==> src/rtl/updown_mod_counter_pkg.sv <==
// ---------------------------------------------------------------------------
// counter_pkg
//   Shared definitions for the up/down modulo counter family:
//   direction encodings and the load-value clamp helper.
//   Used by updown_mod_counter (top) and updown_next (next-value logic).
// ---------------------------------------------------------------------------
package counter_pkg;

    // Direction encodings for the up_dn input.
    localparam logic DIR_UP = 1'b1;
    localparam logic DIR_DN = 1'b0;

    // Widest counter supported; the clamp helper works at this width so it can
    // serve every legal WIDTH without being re-parameterised.
    localparam int CNT_MAX_WIDTH = 32;

    // Clamp a load value into the legal count range.
    // "val >= MODULUS" is evaluated as "val > MODULUS-1" so that the bound
    // always fits in 32 bits, even when MODULUS == 2**32.
    function automatic logic [31:0] clamp_load(
        input logic [31:0] val,
        input logic [31:0] max_val
    );
        logic [31:0] result;
        if (val > max_val) begin
            result = max_val;
        end else begin
            result = val;
        end
        return result;
    endfunction

endpackage : counter_pkg

==> src/rtl/updown_mod_counter_next.sv <==
// ---------------------------------------------------------------------------
// updown_next
//   Purely combinational next-value generator for the up/down modulo counter.
//   Given the current count and direction it returns the value one step away
//   (wrapping at the modulus) and flags when the current count sits on the
//   bound it would wrap across (MODULUS-1 going up, 0 going down).
//   Arithmetic is carried out on WIDTH+1 bits so MODULUS == 2**WIDTH is safe.
// ---------------------------------------------------------------------------
module updown_next
    import counter_pkg::*;
#(
    parameter int     WIDTH   = 4,
    parameter longint MODULUS = 16
) (
    input  logic [WIDTH-1:0] i_q,
    input  logic             i_up_dn,
    output logic [WIDTH-1:0] o_next,
    output logic             o_at_bound
);

    // Extended-width constants: the top count is MODULUS-1, computed without
    // overflow because MODULUS itself fits in WIDTH+1 bits.
    localparam logic [WIDTH:0]   ONE_W  = {{WIDTH{1'b0}}, 1'b1};
    localparam logic [WIDTH:0]   ZERO_W = {(WIDTH+1){1'b0}};
    localparam logic [WIDTH:0]   MOD_W  = MODULUS[WIDTH:0];
    localparam logic [WIDTH:0]   MAX_W  = MOD_W - ONE_W;
    localparam logic [WIDTH-1:0] MAX_Q  = MAX_W[WIDTH-1:0];
    localparam logic [WIDTH-1:0] ZERO_Q = {WIDTH{1'b0}};

    logic [WIDTH:0] w_q_ext;

    assign w_q_ext = {1'b0, i_q};

    // Step one position in the requested direction, wrapping at the bounds.
    always_comb begin
        o_next     = i_q;
        o_at_bound = 1'b0;
        case (i_up_dn)
            DIR_UP: begin
                if (w_q_ext == MAX_W) begin
                    o_next     = ZERO_Q;
                    o_at_bound = 1'b1;
                end else begin
                    o_next     = WIDTH'(w_q_ext + ONE_W);
                    o_at_bound = 1'b0;
                end
            end
            DIR_DN: begin
                if (w_q_ext == ZERO_W) begin
                    o_next     = MAX_Q;
                    o_at_bound = 1'b1;
                end else begin
                    o_next     = WIDTH'(w_q_ext - ONE_W);
                    o_at_bound = 1'b0;
                end
            end
            default: begin
                o_next     = i_q;
                o_at_bound = 1'b0;
            end
        endcase
    end

endmodule : updown_next

==> src/rtl/updown_mod_counter.sv <==
// ---------------------------------------------------------------------------
// updown_mod_counter
//   Fully synchronous up/down modulo counter with programmable modulus,
//   synchronous parallel load (clamped into range), count enable, runtime
//   direction and a registered wrap pulse.
//
//   Priority at each rising clk edge: reset > load > en > hold.
//
//   Build option COUNTER_SAT_EN:
//     undefined (default) - modulo wrap; wrap pulses on the wrapped value,
//                           sat is tied to 0.
//     defined             - saturating; the counter sticks at 0 / MODULUS-1,
//                           sat is high while a step is refused at a bound,
//                           wrap is tied to 0.
//   The port list is identical in both builds.
//
//   A single flag register carries wrap (modulo build) or sat (saturating
//   build); the other output is a constant 0.
// ---------------------------------------------------------------------------
module updown_mod_counter
    import counter_pkg::*;
#(
    parameter int     WIDTH   = 4,
    parameter longint MODULUS = 16
) (
    input  logic             clk,
    input  logic             reset,
    input  logic             en,
    input  logic             up_dn,
    input  logic             load,
    input  logic [WIDTH-1:0] load_val,
    output logic [WIDTH-1:0] q,
    output logic             wrap,
    output logic             sat
);

    // Reject illegal configurations at elaboration time.
    generate
        if ((WIDTH < 1) || (WIDTH > CNT_MAX_WIDTH)) begin : g_bad_width
            $error("updown_mod_counter: WIDTH must be in 1..32");
        end
        if ((MODULUS < 2) || (MODULUS > (longint'(1) << WIDTH))) begin : g_bad_modulus
            $error("updown_mod_counter: MODULUS must be in 2..2**WIDTH");
        end
    endgenerate

    // Largest legal count, held at clamp-helper width.
    localparam logic [31:0]      MAX32  = 32'(MODULUS - 64'd1);
    localparam logic [WIDTH-1:0] ZERO_Q = {WIDTH{1'b0}};

    logic [WIDTH-1:0] r_q;
    logic             r_flag;

    logic [WIDTH-1:0] w_next;
    logic             w_at_bound;
    logic [WIDTH-1:0] w_load_clamped;
    logic [WIDTH-1:0] w_q_nxt;
    logic             w_flag_nxt;

    // Next value for a single counting step (wrap-around arithmetic).
    updown_next #(
        .WIDTH   (WIDTH),
        .MODULUS (MODULUS)
    ) u_next (
        .i_q        (r_q),
        .i_up_dn    (up_dn),
        .o_next     (w_next),
        .o_at_bound (w_at_bound)
    );

    // Out-of-range load values collapse to the top of the count range.
    assign w_load_clamped = WIDTH'(clamp_load(32'(load_val), MAX32));

    // Priority mux below reset: load > en > hold.
    always_comb begin
        w_q_nxt    = r_q;
        w_flag_nxt = 1'b0;
        if (load) begin
            w_q_nxt    = w_load_clamped;
            w_flag_nxt = 1'b0;
        end else if (en) begin
`ifdef COUNTER_SAT_EN
            // At a bound the step is refused and the refusal is flagged.
            if (w_at_bound) begin
                w_q_nxt    = r_q;
                w_flag_nxt = 1'b1;
            end else begin
                w_q_nxt    = w_next;
                w_flag_nxt = 1'b0;
            end
`else
            // Stepping across a bound wraps and raises the one-cycle pulse.
            w_q_nxt    = w_next;
            w_flag_nxt = w_at_bound;
`endif
        end else begin
            w_q_nxt    = r_q;
            w_flag_nxt = 1'b0;
        end
    end

    // State registers with synchronous active-high reset.
    always_ff @(posedge clk) begin
        if (reset) begin
            r_q    <= ZERO_Q;
            r_flag <= 1'b0;
        end else begin
            r_q    <= w_q_nxt;
            r_flag <= w_flag_nxt;
        end
    end

    assign q = r_q;

`ifdef COUNTER_SAT_EN
    assign wrap = 1'b0;
    assign sat  = r_flag;
`else
    assign wrap = r_flag;
    assign sat  = 1'b0;
`endif

endmodule : updown_mod_counter

==> config.mk <==
export PLATFORM = sky130hd
export DESIGN_NAME = updown_mod_counter
export DESIGN_NICKNAME = d
export VERILOG_FILES = /design/src/rtl/updown_mod_counter_pkg.sv /design/src/rtl/updown_mod_counter_next.sv /design/src/rtl/updown_mod_counter.sv
export SDC_FILE = /design/constraint.sdc
export NUM_CORES = 1
export LEC_CHECK = 0
export BUFFER_PORTS_ARGS = -buffer_cell sky130_fd_sc_hd__buf_2
export CAP_MARGIN = 20
export CORE_AREA = 5 5 42 44
export CTS_CLUSTER_SIZE = 14
export DETAILED_ROUTE_END_ITERATION = 6
export DIE_AREA = 0 0 47 49
export GPL_ROUTABILITY_DRIVEN = 0
export MAX_ROUTING_LAYER = met4
export PLACE_DENSITY = 0.56
export SETUP_SLACK_MARGIN = 0.2
export SYNTH_ARGS = -nofsm -noshare
export SYNTH_HDL_FRONTEND = slang
export SYNTH_SLANG_ARGS = --single-unit
==> constraint.sdc <==
create_clock -name clk -period 3.7 [get_ports clk]
set_clock_uncertainty 0.2 [all_clocks]
set_input_delay 0.37 -clock clk [delete_from_list [all_inputs] [get_ports clk]]
set_output_delay 0.37 -clock clk [all_outputs]
set_load 0.005 [all_outputs]
# Word-level counts from Yosys, hierarchy flattened
# Index checks and enable logic that the tools add are counted.
[op_classes]
addsub = 2
eq_ne = 1
n_mux = 8
bitwise = 2
n_reduce_logical = 3
[op_table]
columns = ["operator", "n"]
rows = [
  ["4-bit 2-to-1 mux", 4],
  ["4-bit case mux with 2 select lines", 1],
  ["5-bit zero test", 1],
  ["4-bit by 1-bit adder with 4-bit output (second input constant)", 1],
  ["4-bit equality test (second input constant)", 1],
  ["4-bit by 1-bit subtractor with 4-bit output (second input constant)", 1],
  ["3-bit OR reduction", 1],
  ["1-bit 2-to-1 mux", 2],
  ["1-bit NOT", 2],
  ["1-bit case mux with 2 select lines", 1],
  ["2-bit nonzero test", 1],
]
[totals]
regBits = 5
input_bits = 9

# Logic depth before layout (Yosys ltp)
[logic_depth]
word_depth = 5
mapped_depth = 6

# Hierarchy
# Synthesis repeated with hierarchy kept, for this count alone.
[unflattened]
cells_unflattened = 45
area_unflattened_um2 = 384.1
[by_module_without_submodules]
columns = ["mod", "instances", "cells_per_inst", "area_per_inst_um2", "seq_area_each_um2"]
rows = [
  ["updown_mod_counter", 1, 22, 231.5, 100.1],
  ["updown_next", 1, 23, 152.6, 0.0],
]

# Worst setup path after synthesis
# No wires, ideal clock.
[synth_timing]
kind = "register -> register"
start = "register r_q[0], in the netlist q[0]"
end = "register r_q[3], in the netlist q[3]"
setup_ns = 0.142
t_arrival_ns = 1.412
slack_ns = 1.946
stages_incl_launch_ff = 6
n_path_buf = 0
synth_period_minus_slack_ns = 1.754
cell_sequence = "dfxtp_1 -> ha_1 -> o21ai_0 -> and3_1 -> a2111oi_0 -> a211oi_2"
[synth_between]
elab_chain_cells = 5
[synth_rtl]
columns = ["element", "line_no", "text"]
rows = [
  ["start, declared", "updown_mod_counter.sv:51", "logic [WIDTH-1:0] r_q;"],
  ["start signal, assigned", "updown_mod_counter.sv:108", "r_q <= w_q_nxt;"],
  ["4-bit by 1-bit subtractor with 4-bit output (tied with other cells)", "updown_mod_counter_next.sv:53", "o_next = WIDTH'(w_q_ext - ONE_W);"],
  ["4-bit 2-to-1 mux (on tied branches)", "updown_mod_counter_next.sv:49, updown_mod_counter_next.sv:40", ""],
  ["4-bit case mux with 2 select lines *", "updown_mod_counter_next.sv:38", "case (i_up_dn)"],
  ["4-bit 2-to-1 mux *", "updown_mod_counter.sv:81", "end else if (en) begin"],
  ["4-bit 2-to-1 mux *", "updown_mod_counter.sv:78", "if (load) begin"],
]
# Every way passes the cells marked *; elsewhere a longest branch is shown, timed or not. The select of a mux whose other input is x is not followed.
# A chain may end at the register's enable or synchronous reset.

# Worst setup path after layout
# Same ends and word-level chain as after synthesis.

==> flow_metrics.env <==
export IMPL_status="complete, no violations"
export IMPL_drt_drc_violations_left=0
export IMPL_rsz0062_at_grt="no"
export IMPL_start_kind="flop"
export IMPL_dp_hpwl_um=693
export IMPL_drtAntennaViolNets=0
export IMPL_crit_chain="ha_1 -> o21ai_0 -> and3_1 -> a2111oi_0 -> a211oi_2"
export IMPL_drive_gt1_share_pct=31.25
export IMPL_gr_total_overflow=0
export IMPL_grt_pass1_wl_mm=1.538
export IMPL_ys_flop_type="dfxtp_1"
export IMPL_hold_class="in2reg"
export IMPL_syn_avg_cell_area_um2=7.777
export IMPL_dr_total_vias=394
export IMPL_finalSetupTns_ns=0
export IMPL_cp_top_family="compound AO/OA/AOI/OAI gates"
export IMPL_synthSimpleGateAreaFrac_pct=24.61
export IMPL_yosys_register_bits=5
export IMPL_clock_latency_ns=0.24
export IMPL_antenna_found_initial=0
export IMPL_drt_iter0_markers=3
export IMPL_layout_setup_ws_ns=1.853
export IMPL_grt_pass1_vias=349
export IMPL_fin_nets=76
export IMPL_yosysMostFrequentCell="dfxtp_1"
export IMPL_cts_max_level=1
export IMPL_die_x_um=47
export IMPL_clk_path_buf_depth=2
export IMPL_timing_setup_critical_path_class="reg2reg"
export IMPL_yosysWarnings=0
export IMPL_endpoint_kind="flop"
export IMPL_async_reset_ff_share_pct=0
export IMPL_synth_compound_area_share_pct=22.71
export IMPL_top_usage_layer="met1"
export IMPL_cts_setup_buffers=0
export IMPL_synth_top_cell_by_area="dfxtp_1"
export IMPL_cts_sinks=5
export IMPL_drv_slew=0
export IMPL_die_y_um=49
export IMPL_vias_per_cell=4.925
export IMPL_setup_violations=0
export IMPL_cts_buffers=3
export IMPL_yosysTopAreaCellShare_pct=25.24
export IMPL_synth_xor_area_share_pct=4.416
export IMPL_worstMarginPinSlew_ns=0.4672
export IMPL_cts_hold_fix_buffers=0
export IMPL_diodes=0
export IMPL_cp_slowest_stage_delay_ns=0.45
export IMPL_cts_repair_resized=0
export IMPL_synth_edff_count=0
export IMPL_core_area_um2=1401
export IMPL_ys_types=29
export IMPL_portBuffers=13
export IMPL_placed_area_um2=455.4
export IMPL_synth_common_cells="dfxtp_1, a21oi_1, inv_1, nand2_1, o21ai_0"
export IMPL_clkSlewWorstSetupHoldPaths_ns=0.04
export IMPL_grt_util_met1_pct=12.50
export IMPL_synthAdderAreaFrac_pct=6.309
export IMPL_critical_path_arrival_ns=1.75
export IMPL_syn_nets=62
export IMPL_critPathBufInv=0
export IMPL_ys_seq_area_share_pct=25.24
export IMPL_fin_crit_ns=1.847
export IMPL_netlist_area_um2=396.6
export IMPL_grt_usage_pct=9.380
export IMPL_powerDensity_nw_per_um2=353.3
export IMPL_dieArea_um2=2303
export IMPL_synthToLayoutAreaGrowth_pct=21.45
export IMPL_synthCells=51
export IMPL_firstDrtPassIters=4
export IMPL_slowest_stage="a2111oi_0"
export IMPL_leakage_nw=0.2137
export IMPL_root_buffer="clkbuf_4"
export IMPL_period_share_pct=49.93
export IMPL_grt_max_degree=11
export IMPL_yosys_mux_area_fraction_pct=5.363
export IMPL_rows=14
export IMPL_wl_per_cell_um=11.09
export IMPL_worstPathRequired_ns=3.60
export IMPL_max_cap_viol_count=0
export IMPL_synth_top_family_by_area="simple AND/OR/NAND/NOR gates"
export IMPL_crit_path_max_fanout=8
export IMPL_clock_fmax_mhz=541.3
export IMPL_routed_wl_um=887
export IMPL_place_ws_ns=1.843
export IMPL_design_area_um2=481.7
export IMPL_globalRouteMet3Util_pct=5.535
export IMPL_grt_use_met2_pct=12.44
export IMPL_start_util_pct=28.30
export IMPL_finalHoldViolCount=0
export IMPL_io_pins=15
export IMPL_synth_area_top_cells="dfxtp_1, ha_1, a21oi_1, o21ai_0, xnor2_1"
export IMPL_maxSlewHeadroom_pct=68.04
export IMPL_cts_tree="done"
export IMPL_vdd_drop_max_mv=0.2574
==> cells by family (layout without fill, tap and decap cells) <==
group | Yosys count | in the layout
muxes | 2 | 2
other | 1 | 1
buffers and inverters | 8 | 21
and+or+nand+nor | 17 | 17
adders and majority gates | 2 | 2
xor gates and xnor gates | 2 | 2
AOI/OAI and AO/OA | 14 | 14
DFF | 5 | 5
==> flip-flops by register name (all words and copies together), names as in the netlist <==
register	count
q	4
wrap	1
==> per-layer routing <==
layer	routed length [um]	part of all wire, %
met5	0	0
met1	412	46
met2	403	45
met4	4	0.45
met3	67	7.6
==> worst reg2reg max path: stages (launching register included) <==
cell and delay, ns:
dfxtp_1 0.43, ha_1 0.24, o21ai_0 0.08, and3_1 0.19
a2111oi_0 0.45, a211oi_2 0.13
==> per-stage QoR <==
step	hold WS (ns)	power (W)	cells	util, %
after floorplan	0.2346	0.00009650	51	-
after global placement	0.4023	0.0001087	76	32.50
after detailed placement	0.4109	0.0001086	76	32.50
after CTS	0.1509	0.0001738	80	34.38
after global routing	0.1712	0.0001836	80	34.38
final	0.1568	0.0001702	80	34.38
==> cells in the final DEF, fill, tap and decap left out, types with 2 or more instances in the layout <==
cell type  netlist  final
a21oi_1          4      4
buf_2            0     13
clkbuf_4         0      3
dfxtp_1          5      5
ha_1             2      2
inv_1            4      4
nand2_1          4      4
nor2_1           3      3
nor3_1           2      2
o21ai_0          4      4
xnor2_1          2      2
==> where the power goes <==
group / internal [W] / total, W / switching (W)
Combinational: 0.0000217 / 0.0000416 / 0.0000199
Sequential: 0.0000581 / 0.0000656 / 0.00000744
Clock: 0.0000408 / 0.0000630 / 0.0000223
==> final timing paths <==
check / startpoint / endpoint / slack (ns) / cells past startpoint
max: q[0]$_SDFFE_PP0P_ / q[3]$_SDFFE_PP0P_ / 1.85 / 5
min: reset / q[3]$_SDFFE_PP0P_ / 0.16 / 2
max reg2reg: q[0]$_SDFFE_PP0P_ / q[3]$_SDFFE_PP0P_ / 1.85 / 5
min reg2reg: q[0]$_SDFFE_PP0P_ / q[0]$_SDFFE_PP0P_ / 0.43 / 3
==> area by class of cell <==
cell class / count / area [um^2]
flip-flops and latches: 5 / 100.1
clock buffers: 4 / 26.28
inverters: 4 / 15.01
repair buffers: 13 / 65.06
fillers: 157 / 919.6
multi-input cells: 38 / 255.2
well taps: 16 / 20.02
Power figures use the tool's default switching activity.
